--- src/rtl/card_sync_master.sv ---
// card_sync_master: loads per-card {y,x} positions from the layout register
// file into the press checkers over a one-hot sync/done handshake, then arms
// the checkers and reports the lowest-index pressed card.
//
// Ports:
//   clk_i, rst_i          clock, synchronous active-high reset
//   start_i               1-cycle pulse, (re)load the full layout
//   rd_addr_o, rd_data_i  layout register file read port
//   regfile_sync_o        one-hot load strobe, one bit per checker
//   yx_position_o         position bus shared by all checkers
//   regfile_sync_done_i   per-checker load acknowledge
//   checker_enable_o      enables all checkers while armed
//   event_i               per-checker event_occurred flags
//   busy_o, ready_o       loading / armed status
//   pressed_valid_o       pulse: a press was detected
//   pressed_idx_o         lowest pressed index, held between pulses
//   multi_hit_o           more than one event bit set with the pulse
//   sync_error_o          sticky: a checker missed its ack
module card_sync_master #(
    parameter int N_CARDS = 16,
    parameter int IDX_W   = 4,
    parameter int TIMEOUT = 15
) (
    input  logic               clk_i,
    input  logic               rst_i,
    input  logic               start_i,
    output logic [IDX_W-1:0]   rd_addr_o,
    input  logic [19:0]        rd_data_i,
    output logic [N_CARDS-1:0] regfile_sync_o,
    output logic [19:0]        yx_position_o,
    input  logic [N_CARDS-1:0] regfile_sync_done_i,
    output logic               checker_enable_o,
    input  logic [N_CARDS-1:0] event_i,
    output logic               busy_o,
    output logic               ready_o,
    output logic               pressed_valid_o,
    output logic [IDX_W-1:0]   pressed_idx_o,
    output logic               multi_hit_o,
    output logic               sync_error_o
);

    localparam int TMO_W = $clog2(TIMEOUT + 1);

    typedef enum logic [2:0] {
        IDLE,
        READ,
        SYNC,
        WAIT_DONE,
        NEXT,
        ARMED
    } state_t;

    state_t             state_q;
    logic [IDX_W-1:0]   idx_q;
    logic [TMO_W-1:0]   tmo_q;
    logic [IDX_W-1:0]   rd_addr_q;
    logic [N_CARDS-1:0] sync_q;
    logic [19:0]        yx_q;
    logic               enable_q;
    logic               busy_q;
    logic               ready_q;
    logic               pvalid_q;
    logic [IDX_W-1:0]   pidx_q;
    logic               multi_q;
    logic               serr_q;

    logic [IDX_W-1:0]   hit_idx_d;
    logic               multi_d;
    logic               seen_d;
    logic [N_CARDS-1:0] strobe_d;
    logic               last_card_d;

    // Priority encoder: scanning downward leaves the lowest set index.
    always_comb begin
        hit_idx_d = '0;
        for (int i = N_CARDS - 1; i >= 0; i--) begin
            if (event_i[i]) begin
                hit_idx_d = IDX_W'(i);
            end
        end
    end

    always_comb begin
        seen_d  = 1'b0;
        multi_d = 1'b0;
        for (int i = 0; i < N_CARDS; i++) begin
            if (event_i[i]) begin
                if (seen_d) begin
                    multi_d = 1'b1;
                end
                seen_d = 1'b1;
            end
        end
    end

    assign strobe_d    = N_CARDS'(1) << idx_q;
    assign last_card_d = (idx_q == IDX_W'(N_CARDS - 1));

    always_ff @(posedge clk_i) begin
        if (rst_i) begin
            state_q  <= IDLE;
            idx_q    <= '0;
            tmo_q    <= '0;
            rd_addr_q <= '0;
            sync_q   <= '0;
            yx_q     <= '0;
            enable_q <= 1'b0;
            busy_q   <= 1'b0;
            ready_q  <= 1'b0;
            pvalid_q <= 1'b0;
            pidx_q   <= '0;
            multi_q  <= 1'b0;
            serr_q   <= 1'b0;
        end else begin
            // Strobe and press report are single-cycle pulses.
            pvalid_q <= 1'b0;
            sync_q   <= '0;
            if (start_i) begin
                // Restart from any state; beats event handling.
                state_q   <= READ;
                idx_q     <= '0;
                rd_addr_q <= '0;
                tmo_q     <= '0;
                serr_q    <= 1'b0;
                busy_q    <= 1'b1;
                ready_q   <= 1'b0;
                enable_q  <= 1'b0;
            end else begin
                unique case (state_q)
                    IDLE: begin
                        state_q <= IDLE;
                    end
                    READ: begin
                        yx_q    <= rd_data_i;
                        sync_q  <= strobe_d;
                        state_q <= SYNC;
                    end
                    SYNC: begin
                        tmo_q   <= '0;
                        state_q <= WAIT_DONE;
                    end
                    WAIT_DONE: begin
                        if (regfile_sync_done_i[idx_q]) begin
                            state_q <= NEXT;
                        end else if (tmo_q == TMO_W'(TIMEOUT - 1)) begin
                            // Skip the card; its checker keeps the old position.
                            serr_q  <= 1'b1;
                            state_q <= NEXT;
                        end else begin
                            tmo_q <= tmo_q + TMO_W'(1);
                        end
                    end
                    NEXT: begin
                        if (last_card_d) begin
                            state_q  <= ARMED;
                            busy_q   <= 1'b0;
                            ready_q  <= 1'b1;
                            enable_q <= 1'b1;
                        end else begin
                            idx_q     <= idx_q + IDX_W'(1);
                            rd_addr_q <= idx_q + IDX_W'(1);
                            state_q   <= READ;
                        end
                    end
                    ARMED: begin
                        if (|event_i) begin
                            pvalid_q <= 1'b1;
                            pidx_q   <= hit_idx_d;
                            multi_q  <= multi_d;
                        end
                    end
                    default: begin
                        state_q <= IDLE;
                    end
                endcase
            end
        end
    end

    assign rd_addr_o        = rd_addr_q;
    assign regfile_sync_o   = sync_q;
    assign yx_position_o    = yx_q;
    assign checker_enable_o = enable_q;
    assign busy_o           = busy_q;
    assign ready_o          = ready_q;
    assign pressed_valid_o  = pvalid_q;
    assign pressed_idx_o    = pidx_q;
    assign multi_hit_o      = multi_q;
    assign sync_error_o     = serr_q;

endmodule

--- config.mk ---
export PLATFORM = sky130hd
export DESIGN_NAME = card_sync_master
export DESIGN_NICKNAME = d
export VERILOG_FILES = /design/src/rtl/card_sync_master.sv
export SDC_FILE = /design/constraint.sdc
export NUM_CORES = 1
export LEC_CHECK = 0
export CAP_MARGIN = 25
export CORE_ASPECT_RATIO = 1.4
export CORE_MARGIN = 8
export CORE_UTILIZATION = 43
export CTS_CLUSTER_SIZE = 8
export DETAILED_ROUTE_END_ITERATION = 6
export GPL_TIMING_DRIVEN = 1
export HOLD_SLACK_MARGIN = 0.02
export PLACE_DENSITY_LB_ADDON = 0.3
export SKIP_CTS_REPAIR_TIMING = 1
export SLEW_MARGIN = 10
export SYNTH_ARGS = -nofsm -noshare
export SYNTH_HDL_FRONTEND = slang
export SYNTH_SLANG_ARGS = --single-unit
--- constraint.sdc ---
create_clock -name clk_i -period 3.05 [get_ports clk_i]
set_input_delay 0.7625 -clock clk_i [delete_from_list [all_inputs] [get_ports clk_i]]
set_output_delay 0.7625 -clock clk_i [all_outputs]
set_load 0.005 [all_outputs]
* Yosys cells after proc, flatten, opt, wreduce, memory -nomap -nowiden *
Cells that the tools add are included.

cells by class
  add/subtract/negate cells = 2
  multiply operators = 0
  divide/modulo/power cells = 0
  magnitude comparators = 1
  equality and inequality tests = 12
  shifts and indexed selects = 1
  muxes and demuxes = 75
  bitwise gates (word level) = 5
  reduce and logical (&&, ||, !) cells = 16

operators with widths
  kind                                                        count
  2-to-1 mux 4 bit                                            18
  2-to-1 mux 1 bit                                            51
  OR reduction 16 bit                                         1
  << shifter 1 x 4 -> 16 bit, first input constant            1
  case mux 3 bit (5 select lines)                             1
  AND reduction 2 bit                                         6
  2-to-1 mux 3 bit                                            3
  AND reduction 3 bit                                         3
  adder 4 x 1 -> 4 bit, second input constant                 2
  == test 4 bit, second input constant                        2
  case mux 4 bit (2 select lines)                             1
  == test 3 x 2 -> 1 bit, second input constant               2
  == test 3 bit, second input constant                        2
  != test 2 bit, second input constant                        3
  nonzero test 2 bit                                          3
  OR reduction 3 bit                                          2
  less-than comparator 4 x 5 -> 1 bit, second input constant  1
  NOT 1 bit                                                   5
  binary-select mux 1 bit (select 4 bit)                      1
  != test 4 bit, second input constant                        1
  == test 3 x 1 -> 1 bit, second input constant               1
  != test 3 bit, second input constant                        1
  OR reduction 2 bit                                          1

storage, ports and cells
  register bits = 56
  bits in latches = 0
  RAM bits = 0
  memory bits (read-only) = 0
  input port bits = 55
  word-level logic and storage cells = 124
  memories kept = 0

* Logic depth before layout (Yosys ltp) *
Gate-level depths: netlist of run 1.

  word-level depth = 31
  mapped depth = 7
  gate-level depth less buffers = 7

* Worst setup path before layout of run 1 *
No wires, ideal clock.

  kind = in2reg
  start point = input port regfile_sync_done_i[14]
  end point = register tmo_q[3]
  library setup time = 0.123 ns
  data arrival time = 2.455 ns
  data required time = 2.927 ns
  setup slack = 0.472 ns
  cell stages on the path = 5
  cell sequence = mux2_1 -> mux4_2 -> or4_1 -> o21ai_2 -> mux2_1

between the ends
  word-level cells in the longest chain between the ends = 4

RTL lines
  item                                    line  RTL
  from (decl)                             31    input logic [N_CARDS-1:0] regfile_sync_done_i,
  binary-select mux 1 bit (select 4 bit)  143   if (regfile_sync_done_i[idx_q]) begin
  2-to-1 mux 1 bit (implied by the code)  143
  != test 2 bit (no source line)          n/a
  AND reduction 3 bit (no source line)    n/a
  to (signal assigned)                    150   tmo_q <= tmo_q + TMO_W'(1);
  to (decl)                               55    logic [TMO_W-1:0] tmo_q;

Every way passes these cells. The select of a mux whose other input is x is not followed.
A chain may end at the register's enable or synchronous reset.

* Worst setup path in the final report of run 1 *
Same ends and word-level chain as after synthesis.

==> out/qor.yml, run 1 <==
status: "completed"
r2r_cells: 5
core_um2: 5863
rsz0062_at_grt: "no"
nFillCells: 534
cts.sinks: 56
initial_core_util: 0.4443
finalCritPeriodShare: 0.8849
clkPwrFrac: 0.301
drt-initial-drc-count: 117
totalWireLength_mm: 7.094
synth_area_per_cell_um2: 8.296
dieWidth_um: 81.78
drcViolationCount: 0
cts_tree: "yes"
start_kind: "input pin"
reg2reg_slack_ns: 0.54
cts-buffers-inserted: 5
synth_edf_count: 0
worstReg2RegStart: "rd_addr_o[2]$_SDFFE_PP0P_"
gp_congestion: 0.8450
r2r_end: "tmo_q[3]$_SDFFE_PP0P_"
setup_viol: 0
via_count: 2592
cp_data_arrival_time_ns: 2.90
wl_per_cell_um: 14.48
htree_levels: 2
hold_violations: 0
die_area_um2: 8840
worst_pin_slew_ns: 0.7551
vias_per_cell: 5.290
fin_total_pwr_mw: 1.342
grt_max_degree: 35
ir_drop_v: 0.0003273
die_h_um: 108.1
cp-end-kind: "register"
fin_skew_ns: 0.005200
power.density_nw_per_um2: 350.2
area_delta_synth_final_pct: 47.12
io_buffers: 104
synth_async_sr_flop_share: 0
syn_inst: 314
place_hpwl_mm: 5.663
drt_first_pass_iters: 4
pwr-share-comb: 0.139
min_path_type: "reg2reg"
swShare: 0.2415
clock_path_buffers: 2
critical_path.max_fanout: 2
path_clk_slew_ns: 0.10
syn_area_um2: 2605
cell_internal_pwr_mw: 1.018
synthDistinctLibCells: 50
root_buffer: "clkbuf_8"
critical_path_class: "in2reg"
antennaDiodeCount: 0
grt_pass1_vias: 2621
maxCapViolCount: 0
setup-tns-final_ns: 0
grt_pass1_wl_mm: 11.72
drv_slew: 0
drive_above_1_share: 0.05714
antenna_found_initial: 0
ys_ff_latch: 56
rows: 33
hp-start: "yx_position_o[17]$_SDFFE_PP0P_"
yosysWarnings: 0
clk_latency_ns: 0.31
ys_seq_area_frac: 0.4304
grt_overflow_total: 0
sequentialPowerShare: 0.561
slew_headroom: 0.4913
synth-main-ff-cell: "dfxtp_1"
syn_nets: 377
switchingPower_uw: 324.0
ant_nets: 0
min_period_ns: 2.699
grtUsageTotal: 0.1624
max_freq_mhz: 370.5
finalNetCount: 482
leakage_nw: 1.401
ios: 105
holdPathStages: 2
worst_ep_required_time_ns: 3.25
min_to: "yx_position_o[17]$_SDFFE_PP0P_"
[stage by stage]
step                instances  utilization  instance area, µm²  setup WS [ns]  hold slack (ns)
global placement          482       0.6379                3740        0.08960           0.4408
floorplan                 314            -                2605         0.4715           0.4482
global route              490       0.6536                3832         0.2968           0.4824
finish                    490       0.6536                3832         0.3511           0.4568
detailed placement        482       0.6379                3740        0.03774           0.4472
CTS                       490       0.6536                3832         0.3489           0.4599
[power by group through the flow]
stage	clock, mW	combinational, mW	sequential [mW]
floorplan	0	0.0643	0.768
global placement	0	0.184	0.768
detailed placement	0	0.187	0.769
CTS	0.421	0.188	0.752
global route	0.455	0.204	0.755
finish	0.404	0.186	0.752
[metal layers]
| metal | up-vias | global-route usage | part of all wire |
|---|---|---|---|
| met1 | 1171 | 0.1585 | 0.36 |
| met5 | - | 0 | 0 |
| met2 | 96 | 0.2920 | 0.52 |
| met4 | 0 | 0.05038 | 0.011 |
| li1 | 1315 | - | - |
| met3 | 10 | 0.07558 | 0.11 |
[synthesized netlist by cell type, drive strengths merged (2+ instances only)]
| master | count | area [µm²] |
|---|---|---|
| maj3 | 2 | 20.02 |
| mux2 | 6 | 71.31 |
| nand2 | 56 | 210.2 |
| nand3 | 5 | 25.02 |
| nor3 | 7 | 35.03 |
| mux2i | 3 | 30.03 |
| buf | 4 | 26.28 |
| or4 | 4 | 30.03 |
| nor2b | 4 | 25.02 |
| dfxtp | 56 | 1121 |
| a21oi | 33 | 165.2 |
| nor3b | 2 | 15.01 |
| a211oi | 3 | 22.52 |
| and3 | 13 | 81.33 |
| nand3b | 2 | 15.01 |
| o32ai | 3 | 26.28 |
| and2 | 7 | 43.79 |
| inv | 13 | 48.80 |
| ha | 8 | 100.1 |
| a22oi | 3 | 22.52 |
| nand2b | 3 | 18.77 |
| o21bai | 2 | 15.01 |
| clkbuf | 11 | 41.29 |
| nor2 | 23 | 86.33 |
| o31ai | 2 | 15.01 |
| nor4 | 6 | 37.54 |
| nand4 | 6 | 37.54 |
| o21ai | 7 | 38.79 |
| xnor2 | 2 | 17.52 |
| a211o | 3 | 26.28 |
[worst max path at each step]
stage	to	cells after the start	slack (ns)	startpoint
final	tmo_q[3]$_SDFFE_PP0P_	6	0.35	regfile_sync_done_i[14]
after CTS	tmo_q[3]$_SDFFE_PP0P_	6	0.35	regfile_sync_done_i[14]
after detailed placement	tmo_q[3]$_SDFFE_PP0P_	6	0.04	regfile_sync_done_i[14]
after floorplan	tmo_q[3]$_SDFFE_PP0P_	5	0.47	regfile_sync_done_i[14]
after global placement	tmo_q[3]$_SDFFE_PP0P_	6	0.09	regfile_sync_done_i[14]
after global routing	tmo_q[3]$_SDFFE_PP0P_	6	0.30	regfile_sync_done_i[14]
[worst max-delay path, cell delays in order]
cell and delay (ns):
clkdlybuf4s50_1 0.40, mux2_1 0.30, mux4_2 0.48, or4_1 0.55, o21ai_2 0.08, mux2_1 0.32
[cell type report]
cell class | count | area [µm²] | area share
Clock inverter | 3 | 23.77 | 0.006203
Inverter | 13 | 48.80 | 0.01273
Timing Repair Buffer | 113 | 1109 | 0.2893
Sequential cell | 56 | 1121 | 0.2925
Multi-Input combinational cell | 230 | 1374 | 0.3585
Clock buffer | 5 | 68.82 | 0.01796
Tap cell | 70 | 87.58 | 0.02285
[registers in the layout, summed over array words and instances (netlist names)]
register,count
state_q,3
regfile_sync_o,16
busy_o,1
pressed_valid_o,1
multi_hit_o,1
ready_o,1
rd_addr_o,4
pressed_idx_o,4
tmo_q,4
sync_error_o,1
yx_position_o,20
[placed cells by master (no fill, tap or decap), types with 2 or more instances in the layout]
| cell | instances |
|---|---|
| clkdlybuf4s50_1 | 104 |
| nand2_1 | 56 |
| dfxtp_1 | 56 |
| a21oi_1 | 33 |
| nor2_1 | 23 |
| inv_1 | 13 |
| and3_1 | 13 |
| buf_4 | 9 |
| ha_1 | 8 |
| nor3_1 | 7 |
| and2_1 | 7 |
| nand4_1 | 6 |
| nor4_1 | 6 |
| o21ai_0 | 6 |
| nand3_1 | 5 |
| clkbuf_8 | 5 |
| nor2b_1 | 4 |
| or4_1 | 4 |
| mux2_1 | 4 |
| a211oi_1 | 3 |
| a22oi_1 | 3 |
| a211o_1 | 3 |
| mux2i_1 | 3 |
| nand2b_1 | 3 |
| o32ai_1 | 3 |
| nor3b_1 | 2 |
| o31ai_1 | 2 |
| maj3_1 | 2 |
| xnor2_1 | 2 |
| nand3b_1 | 2 |
| o21bai_1 | 2 |
| clkinvlp_4 | 2 |
[logic make-up after synthesis]
family | Yosys count | share of synthesized area
flip-flops | 56 | 0.4304
AND/OR/NAND/NOR | 143 | 0.2690
buffers and inverters | 28 | 0.04467
AO/OA/AOI/OAI | 65 | 0.1556
adder cells (fa/ha/maj) | 10 | 0.04611
XOR/XNOR | 2 | 0.006726
multiplexers | 10 | 0.04755
No activity file was read; power rests on OpenSTA's default activity.
==> inputs of run 2 (changes only) <==
--- a/config.mk
+++ b/config.mk
@@ -5,6 +5,7 @@
 export SDC_FILE = /design/constraint.sdc
 export NUM_CORES = 1
 export LEC_CHECK = 0
+export ABC_CLOCK_PERIOD_IN_PS = 3050
 export CAP_MARGIN = 25
 export CORE_ASPECT_RATIO = 1.4
 export CORE_MARGIN = 8
@@ -13,7 +14,7 @@
 export DETAILED_ROUTE_END_ITERATION = 6
 export GPL_TIMING_DRIVEN = 1
 export HOLD_SLACK_MARGIN = 0.02
-export PLACE_DENSITY_LB_ADDON = 0.3
+export PLACE_DENSITY = 0.8
 export SKIP_CTS_REPAIR_TIMING = 1
 export SLEW_MARGIN = 10
 export SYNTH_ARGS = -nofsm -noshare
==> out/qor.yml, run 2 (same netlist as run 1, synthesis figures left out) <==
ios: 105
area_delta_synth_final_pct: 48.03
htree_levels: 2
worst_pin_slew_ns: 0.7178
slew_headroom: 0.5164
switchingPower_uw: 322.9
critical_path.max_fanout: 2
gp_congestion: 0.8329
io_buffers: 104
finalNetCount: 482
grt_overflow_total: 0
worst_ep_required_time_ns: 3.25
setup_viol: 0
antennaDiodeCount: 0
initial_core_util: 0.4443
reg2reg_slack_ns: 0.62
min_path_type: "reg2reg"
drive_above_1_share: 0.05714
path_clk_slew_ns: 0.09
via_count: 2583
pwr-share-comb: 0.131
place_hpwl_mm: 5.724
cp-end-kind: "register"
power.density_nw_per_um2: 369.6
grt_max_degree: 35
wl_per_cell_um: 14.53
fin_skew_ns: 0.007995
min_period_ns: 2.667
leakage_nw: 1.419
setup-tns-final_ns: 0
drcViolationCount: 0
cts.sinks: 56
vias_per_cell: 5.271
hold_violations: 0
holdWs_ns: 0.4586
largest_register_ff_count: 20
critical_path_class: "in2reg"
dieWidth_um: 81.78
core_um2: 5863
grtUsageTotal: 0.1610
rows: 33
clk_latency_ns: 0.31
final_util: 0.6577
root_buffer: "clkbuf_8"
grt_pass1_wl_mm: 11.64
rsz0062_at_grt: "no"
ant_nets: 0
cts-buffers-inserted: 5
drt_first_pass_iters: 4
ir_drop_v: 0.0002421
finalCritPeriodShare: 0.8745
sequentialPowerShare: 0.528
swShare: 0.2265
clkPwrFrac: 0.342
start_kind: "input pin"
max_freq_mhz: 374.9
die_h_um: 108.1
die_area_um2: 8840
maxCapViolCount: 0
status: "completed"
totalWireLength_mm: 7.118
cp_data_arrival_time_ns: 2.86
final_cell_mix: "104 x clkdlybuf4s50_1, 56 x nand2_1, 56 x dfxtp_1, 33 x a21oi_1, 23 x nor2_1"
cts_tree: "yes"
clock_path_buffers: 2
grt_pass1_vias: 2551
final_common_cell: "clkdlybuf4s50_1"
cell_internal_pwr_mw: 1.102
drv_slew: 0
antenna_found_initial: 0
drt-initial-drc-count: 117
## run 2: cell type report
class	count	area [µm²]
fill	525	2007
multi-input combinational	230	1374
sequential	56	1121
timing repair buffer	113	1109
tap	70	87.58
clock buffer	5	68.82
inverter	13	48.80
clock inverter	3	47.55
## run 2: per-stage QoR
stage | worst slack [ns] | area, µm² | cells | power, mW
final | 0.3829 | 3856 | 490 | 1.425
after global routing | 0.3408 | 3856 | 490 | 1.497
after CTS | 0.3890 | 3856 | 490 | 1.447
after detailed placement | 0.05315 | 3740 | 482 | 0.9558
after global placement | 0.08698 | 3740 | 482 | 0.9525
after floorplan | 0.4715 | 2605 | 314 | 0.8321
## run 2: power by group through the flow
stage / sequential [mW] / combinational (mW) / clock [mW]
6_report: 0.752 / 0.186 / 0.487
5_1_grt: 0.755 / 0.203 / 0.539
4_1_cts: 0.752 / 0.188 / 0.507
3_5_place_dp: 0.769 / 0.187 / 0
3_3_place_gp: 0.768 / 0.184 / 0
2_1_floorplan: 0.768 / 0.0643 / 0
## run 2: critical path, cell delays in order
cell and delay, ns:
clkdlybuf4s50_1 0.40, mux2_1 0.28, mux4_2 0.47, or4_1 0.55
o21ai_2 0.07, mux2_1 0.33
## run 2: worst paths after layout
path / end / from / cells past startpoint
setup reg to reg: tmo_q[3]$_SDFFE_PP0P_ / rd_addr_o[2]$_SDFFE_PP0P_ / 5
hold reg to reg: yx_position_o[1]$_SDFFE_PP0P_ / yx_position_o[1]$_SDFFE_PP0P_ / 2
hold / removal: yx_position_o[1]$_SDFFE_PP0P_ / yx_position_o[1]$_SDFFE_PP0P_ / 2
setup / recovery: tmo_q[3]$_SDFFE_PP0P_ / regfile_sync_done_i[6] / 6
## run 2: routing by layer
metal,up-vias,global-route usage,share of wire
li1,1313,-,-
met1,1166,0.1667,0.38
met5,-,0,0
met3,11,0.08140,0.11
met4,0,0.04282,0.014
met2,93,0.2773,0.50
==> inputs of run 3 (changes only) <==
--- a/config.mk
+++ b/config.mk
@@ -6,7 +6,7 @@
 export NUM_CORES = 1
 export LEC_CHECK = 0
 export ABC_CLOCK_PERIOD_IN_PS = 3050
-export CAP_MARGIN = 25
+export CAP_MARGIN = 10
 export CORE_ASPECT_RATIO = 1.4
 export CORE_MARGIN = 8
 export CORE_UTILIZATION = 43
==> results of run 3 <==
The final DEF is identical to that of run 2; final timing and power are the same.
